==> config.mk <==
export PLATFORM = sky130hd
export DESIGN_NAME = hazard_forward_unit
export DESIGN_NICKNAME = d
export VERILOG_FILES = /design/src/rtl/hazard_forward_unit.sv
export SDC_FILE = /design/constraint.sdc
export NUM_CORES = 1
export LEC_CHECK = 0
export CORE_MARGIN = 2
export CORE_UTILIZATION = 41
export CTS_CLUSTER_SIZE = 30
export DETAILED_ROUTE_END_ITERATION = 10
export PLACE_DENSITY = 0.74
export SETUP_SLACK_MARGIN = 0.2
export SLEW_MARGIN = 20
export SYNTH_ARGS = -nofsm -noshare
export SYNTH_HDL_FRONTEND = slang
export SYNTH_SLANG_ARGS = --single-unit
==> constraint.sdc <==
create_clock -name clk -period 1.8 [get_ports clk]
set_input_delay 0.36 -clock clk [delete_from_list [all_inputs] [get_ports clk]]
set_output_delay 0.36 -clock clk [all_outputs]
set_load 0.05 [all_outputs]
==> src/rtl/hazard_forward_unit.sv <==
// Hazard/forwarding controller: tracks in-flight destinations (E, M, W, PostW) and drives stall, flush and operand selects.
// Define HAZARD_FORWARDING_EN for full forwarding; otherwise RAW hazards stall until the producer reaches PostW.
module hazard_forward_unit #(
  parameter int REG_ADDR_WIDTH = 5
) (
  input  logic                      clk,
  input  logic                      reset_n,
  input  logic [REG_ADDR_WIDTH-1:0] rs1D,
  input  logic [REG_ADDR_WIDTH-1:0] rs2D,
  input  logic                      useRs1D,
  input  logic                      useRs2D,
  input  logic [REG_ADDR_WIDTH-1:0] rdD,
  input  logic                      regWriteD,
  input  logic [1:0]                resultSrcD,
  input  logic [1:0]                pcSrcE,
  output logic                      stallF,
  output logic                      stallD,
  output logic                      flushD,
  output logic                      flushE,
  output logic [1:0]                rs1ForwardSrcE,
  output logic [1:0]                rs2ForwardSrcE
);

  localparam logic [1:0] RESULT_SRC_MEMORY = 2'd1;
  localparam logic [1:0] PC_SRC_PCP4_I     = 2'd0;
  localparam logic [1:0] FWD_NO_FORWARD    = 2'd0;
  localparam logic [1:0] FWD_COMPUTE       = 2'd1;
  localparam logic [1:0] FWD_RD1_W         = 2'd2;
  localparam logic [1:0] FWD_RD1_POSTW     = 2'd3;

  localparam int SLOT_E     = 0;
  localparam int SLOT_M     = 1;
  localparam int SLOT_W     = 2;
  localparam int SLOT_POSTW = 3;
  localparam int NUM_SLOTS  = 4;

  logic [REG_ADDR_WIDTH-1:0] rd_reg [NUM_SLOTS];
  logic                      wr_reg [NUM_SLOTS];
  logic                      ld_reg [NUM_SLOTS];
  logic [REG_ADDR_WIDTH-1:0] rs1_e_reg;
  logic [REG_ADDR_WIDTH-1:0] rs2_e_reg;
  logic                      use_rs1_e_reg;
  logic                      use_rs2_e_reg;

  logic                      e_load_next;
  logic                      taken_transfer;
  logic                      raw_hazard;
  logic [NUM_SLOTS-1:0]      rs1_e_match;
  logic [NUM_SLOTS-1:0]      rs2_e_match;
  logic [NUM_SLOTS-1:0]      rs1_d_raw;
  logic [NUM_SLOTS-1:0]      rs2_d_raw;
  logic                      tracker_unused;

  assign e_load_next = ~stallD & ~flushE;

  // Slot E takes the Decode instruction or a bubble; older slots shift unconditionally.
  always_ff @(posedge clk or negedge reset_n) begin
    if (!reset_n) begin
      for (int i = 0; i < NUM_SLOTS; i++) begin
        rd_reg[i] <= '0;
        wr_reg[i] <= 1'b0;
        ld_reg[i] <= 1'b0;
      end
      rs1_e_reg     <= '0;
      rs2_e_reg     <= '0;
      use_rs1_e_reg <= 1'b0;
      use_rs2_e_reg <= 1'b0;
    end else begin
      for (int i = 1; i < NUM_SLOTS; i++) begin
        rd_reg[i] <= rd_reg[i-1];
        wr_reg[i] <= wr_reg[i-1];
        ld_reg[i] <= ld_reg[i-1];
      end
      if (e_load_next) begin
        rd_reg[SLOT_E] <= rdD;
        wr_reg[SLOT_E] <= regWriteD;
        ld_reg[SLOT_E] <= (resultSrcD == RESULT_SRC_MEMORY);
        rs1_e_reg      <= rs1D;
        rs2_e_reg      <= rs2D;
        use_rs1_e_reg  <= useRs1D;
        use_rs2_e_reg  <= useRs2D;
      end else begin
        rd_reg[SLOT_E] <= '0;
        wr_reg[SLOT_E] <= 1'b0;
        ld_reg[SLOT_E] <= 1'b0;
        rs1_e_reg      <= '0;
        rs2_e_reg      <= '0;
        use_rs1_e_reg  <= 1'b0;
        use_rs2_e_reg  <= 1'b0;
      end
    end
  end

  // Per-slot matches; x0 never matches so it is neither forwarded nor stalled on.
  generate
    for (genvar gi = 0; gi < NUM_SLOTS; gi++) begin : g_match
      assign rs1_e_match[gi] = wr_reg[gi] && (rd_reg[gi] == rs1_e_reg) && (rs1_e_reg != '0);
      assign rs2_e_match[gi] = wr_reg[gi] && (rd_reg[gi] == rs2_e_reg) && (rs2_e_reg != '0);
      assign rs1_d_raw[gi]   = wr_reg[gi] && useRs1D && (rd_reg[gi] == rs1D) && (rs1D != '0);
      assign rs2_d_raw[gi]   = wr_reg[gi] && useRs2D && (rd_reg[gi] == rs2D) && (rs2D != '0);
    end
  endgenerate

  function automatic logic [1:0] fwd_select(input logic use_src, input logic [NUM_SLOTS-1:0] match);
    logic [1:0] sel;
    sel = FWD_NO_FORWARD;
    if (use_src) begin
      if (match[SLOT_M])          sel = FWD_COMPUTE;
      else if (match[SLOT_W])     sel = FWD_RD1_W;
      else if (match[SLOT_POSTW]) sel = FWD_RD1_POSTW;
    end
    return sel;
  endfunction

`ifdef HAZARD_FORWARDING_EN
  assign rs1ForwardSrcE = fwd_select(use_rs1_e_reg, rs1_e_match);
  assign rs2ForwardSrcE = fwd_select(use_rs2_e_reg, rs2_e_match);
  // Only a load still in E cannot be forwarded in time.
  assign raw_hazard     = ld_reg[SLOT_E] & (rs1_d_raw[SLOT_E] | rs2_d_raw[SLOT_E]);
  assign tracker_unused = ^{rs1_d_raw[NUM_SLOTS-1:1], rs2_d_raw[NUM_SLOTS-1:1],
                            rs1_e_match[SLOT_E], rs2_e_match[SLOT_E],
                            ld_reg[SLOT_M], ld_reg[SLOT_W], ld_reg[SLOT_POSTW]};
`else
  assign rs1ForwardSrcE = FWD_NO_FORWARD;
  assign rs2ForwardSrcE = FWD_NO_FORWARD;
  // Without forwarding, wait until the producer has reached PostW and committed.
  assign raw_hazard     = |(rs1_d_raw[SLOT_W:SLOT_E] | rs2_d_raw[SLOT_W:SLOT_E]);
  assign tracker_unused = ^{rs1_d_raw[SLOT_POSTW], rs2_d_raw[SLOT_POSTW],
                            fwd_select(use_rs1_e_reg, rs1_e_match),
                            fwd_select(use_rs2_e_reg, rs2_e_match),
                            ld_reg[SLOT_E], ld_reg[SLOT_M], ld_reg[SLOT_W], ld_reg[SLOT_POSTW]};
`endif

  // A taken transfer squashes the stalled instruction, so flush wins over stall.
  assign taken_transfer = (pcSrcE != PC_SRC_PCP4_I);
  assign stallF         = raw_hazard & ~taken_transfer;
  assign stallD         = raw_hazard & ~taken_transfer;
  assign flushD         = taken_transfer;
  assign flushE         = taken_transfer | raw_hazard;

endmodule
# After elaboration in Yosys (flattened, before gate mapping)
# Cells that the tools add are included.
# classes
mux	2
eq_ne	6
reduce_logical	22
n_bitwise	7
# ops
operator	count
$eq 5x5->1	6
$logic_and 1x1->1	18
$reduce_bool 5->1	2
$mux 5	1
$not 1->1	3
$or 3x3->3	1
$reduce_or 3->1	1
$and 1x1->1	2
$reduce_bool 2->1	1
$mux 1	1
$or 1x1->1	1
# totals
output_inout_bits	8
regBits	18
word_cells	43
inputBits	24

# Logic depth before layout (Yosys ltp)
# depth
ltp_word	9
depth_mapped	6

# Worst setup path after synthesis
# OpenSTA, ideal clock, no wires.
# synth_timing
path_kind	register to output
startpoint	register rd_reg[14] (netlist bit)
endpoint	output stallF
t_arrival_ns	2.060
required_time_ns	1.440
path_buffers	1
stages_incl_launch_ff	7
path_slack_ns	-0.620
path_cell_list	dfrtp_1 xor2_1 nor4_2 nand3_2 a31o_2 a21oi_2 buf_4
# synth_via
elab_chain_len	6
elab_cells_between_ends	9
cone_classes	eq/ne: 2; bitwise: 2; reduce/logical: 5
# synth_lines
element	line	text
start, declared	37	logic [REG_ADDR_WIDTH-1:0] rd_reg [NUM_SLOTS];
start signal, assigned by index	70	rd_reg[i] <= rd_reg[i-1];
start signal, assigned by index	75	rd_reg[SLOT_E] <= rdD;
$eq 5x5->1 (on tied branches)	99, 100	
$logic_and 1x1->1 (on tied branches) (2 in a row)	99, 100	
$or 3x3->3 *	127	assign raw_hazard = |(rs1_d_raw[SLOT_W:SLOT_E] | rs2_d_raw[SLOT_W:SLOT_E]);
$reduce_or 3->1 *	127	
$and 1x1->1 *	--	
end, declared	16	output logic stallF,
# Mark *: on every way between the ends. The rest lies on a longest branch, timed or not.

# Worst setup path in the final report
# layout_timing
startpoint	register rd_reg[13] (netlist bit)
endpoint	output stallF
# layout_via
elab_chain_len	6
elab_cells_between_ends	9
cone_classes	eq/ne: 2; bitwise: 2; reduce/logical: 5
# layout_lines
element	line	text
$eq 5x5->1 (on tied branches)	99, 100	
$logic_and 1x1->1 (on tied branches) (2 in a row)	99, 100	
$or 3x3->3 *	127	
$reduce_or 3->1 *	127	
$and 1x1->1 *	136	assign stallF = raw_hazard & ~taken_transfer;
# Marked as above.

==> impl_metrics.env <==
export IMPL_status="finished, violations left"
export IMPL_violations="negative setup slack"
export IMPL_ys_warn_count=0
export IMPL_worst_ep_required_time_ns=1.44
export IMPL_cp_max_fo=3
export IMPL_fp_dieArea_um2=2971
export IMPL_num_rows=18
export IMPL_area_growth_pct=50.96
export IMPL_fin_crit_ns=2.385
export IMPL_netlist_area_leader_share=0.4306
export IMPL_utilization=0.6432
export IMPL_multi_input_area_um2=610.6
export IMPL_track_usage=0.1828
export IMPL_mostFrequentLayoutCell="buf_4"
export IMPL_die_width_um=54.51
export IMPL_drt_iter0_markers=4
export IMPL_start_util=0.4261
export IMPL_seq_area_um2=450.4
export IMPL_wirelength_um=2416
export IMPL_fin_ws_ns=-0.5847
export IMPL_hold_class="in -> async"
export IMPL_fill_cells=219
export IMPL_cts_root_buf="clkbuf_4"
export IMPL_setup_viol=4
export IMPL_synthCells=90
export IMPL_placeableCoreArea_um2=2455
export IMPL_finalHoldViolCount=0
export IMPL_htree_num_levels=1
export IMPL_drc=0
export IMPL_largest_register_ffs=15
export IMPL_fmax_mhz=419.3
export IMPL_skew_ns=0.01173
export IMPL_dp_hpwl_um=1962
export IMPL_met3_usage=0.03005
export IMPL_clkTransAtPathRegs_ns=0.10
export IMPL_fp_dieH_um=54.51
export IMPL_final_cell_mix="buf_4 (23), xor2_1 (22), dfrtp_1 (18)"
export IMPL_grt_pass1_vias=860
export IMPL_diodes=0
export IMPL_io_buffers=25
export IMPL_antenna_found_initial=0
export IMPL_cp_arrival_ns=2.02
export IMPL_finalSetupTns_ns=-1.754
export IMPL_drtPass1Iterations=4
export IMPL_grt_busiest_layer="met2"
export IMPL_cts_sinks=18
export IMPL_postSynthAreaPerCell_um2=11.62
export IMPL_gr_usage_met1=0.1993
export IMPL_postLayoutCellArea_um2=1579
export IMPL_grt_pass1_wl_um=3629
export IMPL_cts_tree="done"
export IMPL_leakagePower_uw=0.0007065
export IMPL_yosys_cell_types_count=20
export IMPL_syn_area_um2=1046
export IMPL_min_period_over_period=1.325
export IMPL_vias_per_cell=4.888
export IMPL_grt_overflow=0
export IMPL_max_cap_viol_count=0
export IMPL_gp_congestion=0.8348
export IMPL_synth_top_area_cell="dfrtp_1"
export IMPL_critPathKind="reg -> out"
export IMPL_ant_nets=0
export IMPL_ys_ff_latch=18
export IMPL_clk_latency_ns=0.30
export IMPL_cts_buffer_depth=2
export IMPL_pin_count=32
export IMPL_rsz0062_at_grt="true"
export IMPL_drive_gt1_frac=0.3857
export IMPL_powerDensity_nw_per_um2=535.2
export IMPL_vias=831
export IMPL_post_dp_cell_area_um2=1494
export IMPL_ir_drop_mv=0.4418
export IMPL_wire_per_inst_um=14.21
export IMPL_nets=166
export IMPL_seq_area_frac_synth=0.4306
export IMPL_grt_max_degree=19
export IMPL_synthTopCellsByArea="dfrtp_1 (43%), xor2_1 (20%), nor3_2 (5.7%)"
export IMPL_start_kind="flip-flop"
export IMPL_met2_usage=0.3394
export IMPL_cp_end_kind="primary output"
export IMPL_cts_buffers=3
export IMPL_slew_violations=0
-- critical path, cell delays in order (launching register included) --
cell and delay [ns]:
dfrtp_1 0.42, xor2_1 0.16, nor4_2 0.31, nand3_1 0.16
a31o_1 0.29, a21oi_4 0.21, buf_12 0.17
-- where the power goes --
| part | switching [uW] | internal, uW |
|---|---|---|
| Clock | 121 | 78.2 |
| Sequential | 15.0 | 420 |
| Combinational | 108 | 102 |
-- synthesized netlist by cell type (all sizes together) --
cell   count
a21oi      1
a31o       2
a31oi      2
buf        5
conb       1
dfrtp     18
inv        1
nand2      6
nand3      7
nor2       1
nor3       6
nor4       6
o21ai      2
or4        2
xnor2      6
xor2      24
-- routing by layer --
layer  share of wire  wire length [um]  up-vias
met1            0.39               952      391
li1                -                 -      406
met3           0.048               115        5
met4           0.020                48        0
met5               0                 0        -
met2            0.54              1299       29
-- worst paths after layout --
kind                            startpoint          to  slack, ns  cells after the start
worst max-delay path            rd_reg[13]      stallF      -0.58                      6
worst min-delay path               reset_n  rd_reg[18]       0.37                      2
worst max register to register  rd_reg[14]  rd_reg[16]      -0.01                      7
worst min register to register   wr_reg[2]   wr_reg[1]       0.44                      0
max in group asynchronous          reset_n   rd_reg[9]       1.23                      2
min in group clk                 wr_reg[2]   wr_reg[1]       0.44                      0
-- per-stage QoR --
step           hold WS [ns]  instances  worst slack, ns  total power [uW]
3_5_place_dp         0.4130        162          -0.8377             651.7
6_report             0.3671        170          -0.5847             845.1
4_1_cts              0.3740        166          -0.6212             846.7
2_1_floorplan       0.06441         93          -0.3751             543.0
3_3_place_gp         0.4016        162          -0.7707             647.4
5_1_grt              0.4210        170          -0.6702             881.0
-- layout make-up --
type / count / share of cell area
timing repair buffer: 49 / 0.2876
inverter: 1 / 0.002377
multi-input combinational: 69 / 0.3867
clock buffer: 3 / 0.01426
sequential: 18 / 0.2853
tap: 30 / 0.02377
-- repair_timing --
| action | 4_1_cts | 5_1_grt |
|---|---|---|
| gates resized for setup | 17 | 2 |
| setup endpoints to repair | 10 | 10 |
| hold buffers | 0 | 0 |
| setup buffers | 1 | 4 |
| hold endpoints to repair | 0 | 0 |
| pin swaps | 14 | 15 |
-- cell families (layout without fill, tap and decap cells) --
kind of cell    count (synthesis)  after routing  synth area share
compound gates                  7              7           0.08254
xor+xnor                       30             30            0.2512
buf+inv                         6             53           0.03947
flops                          18             18            0.4306
other cells                     1              4          0.003585
simple gates                   28             28            0.1926
(Power assumes the default switching activity.)
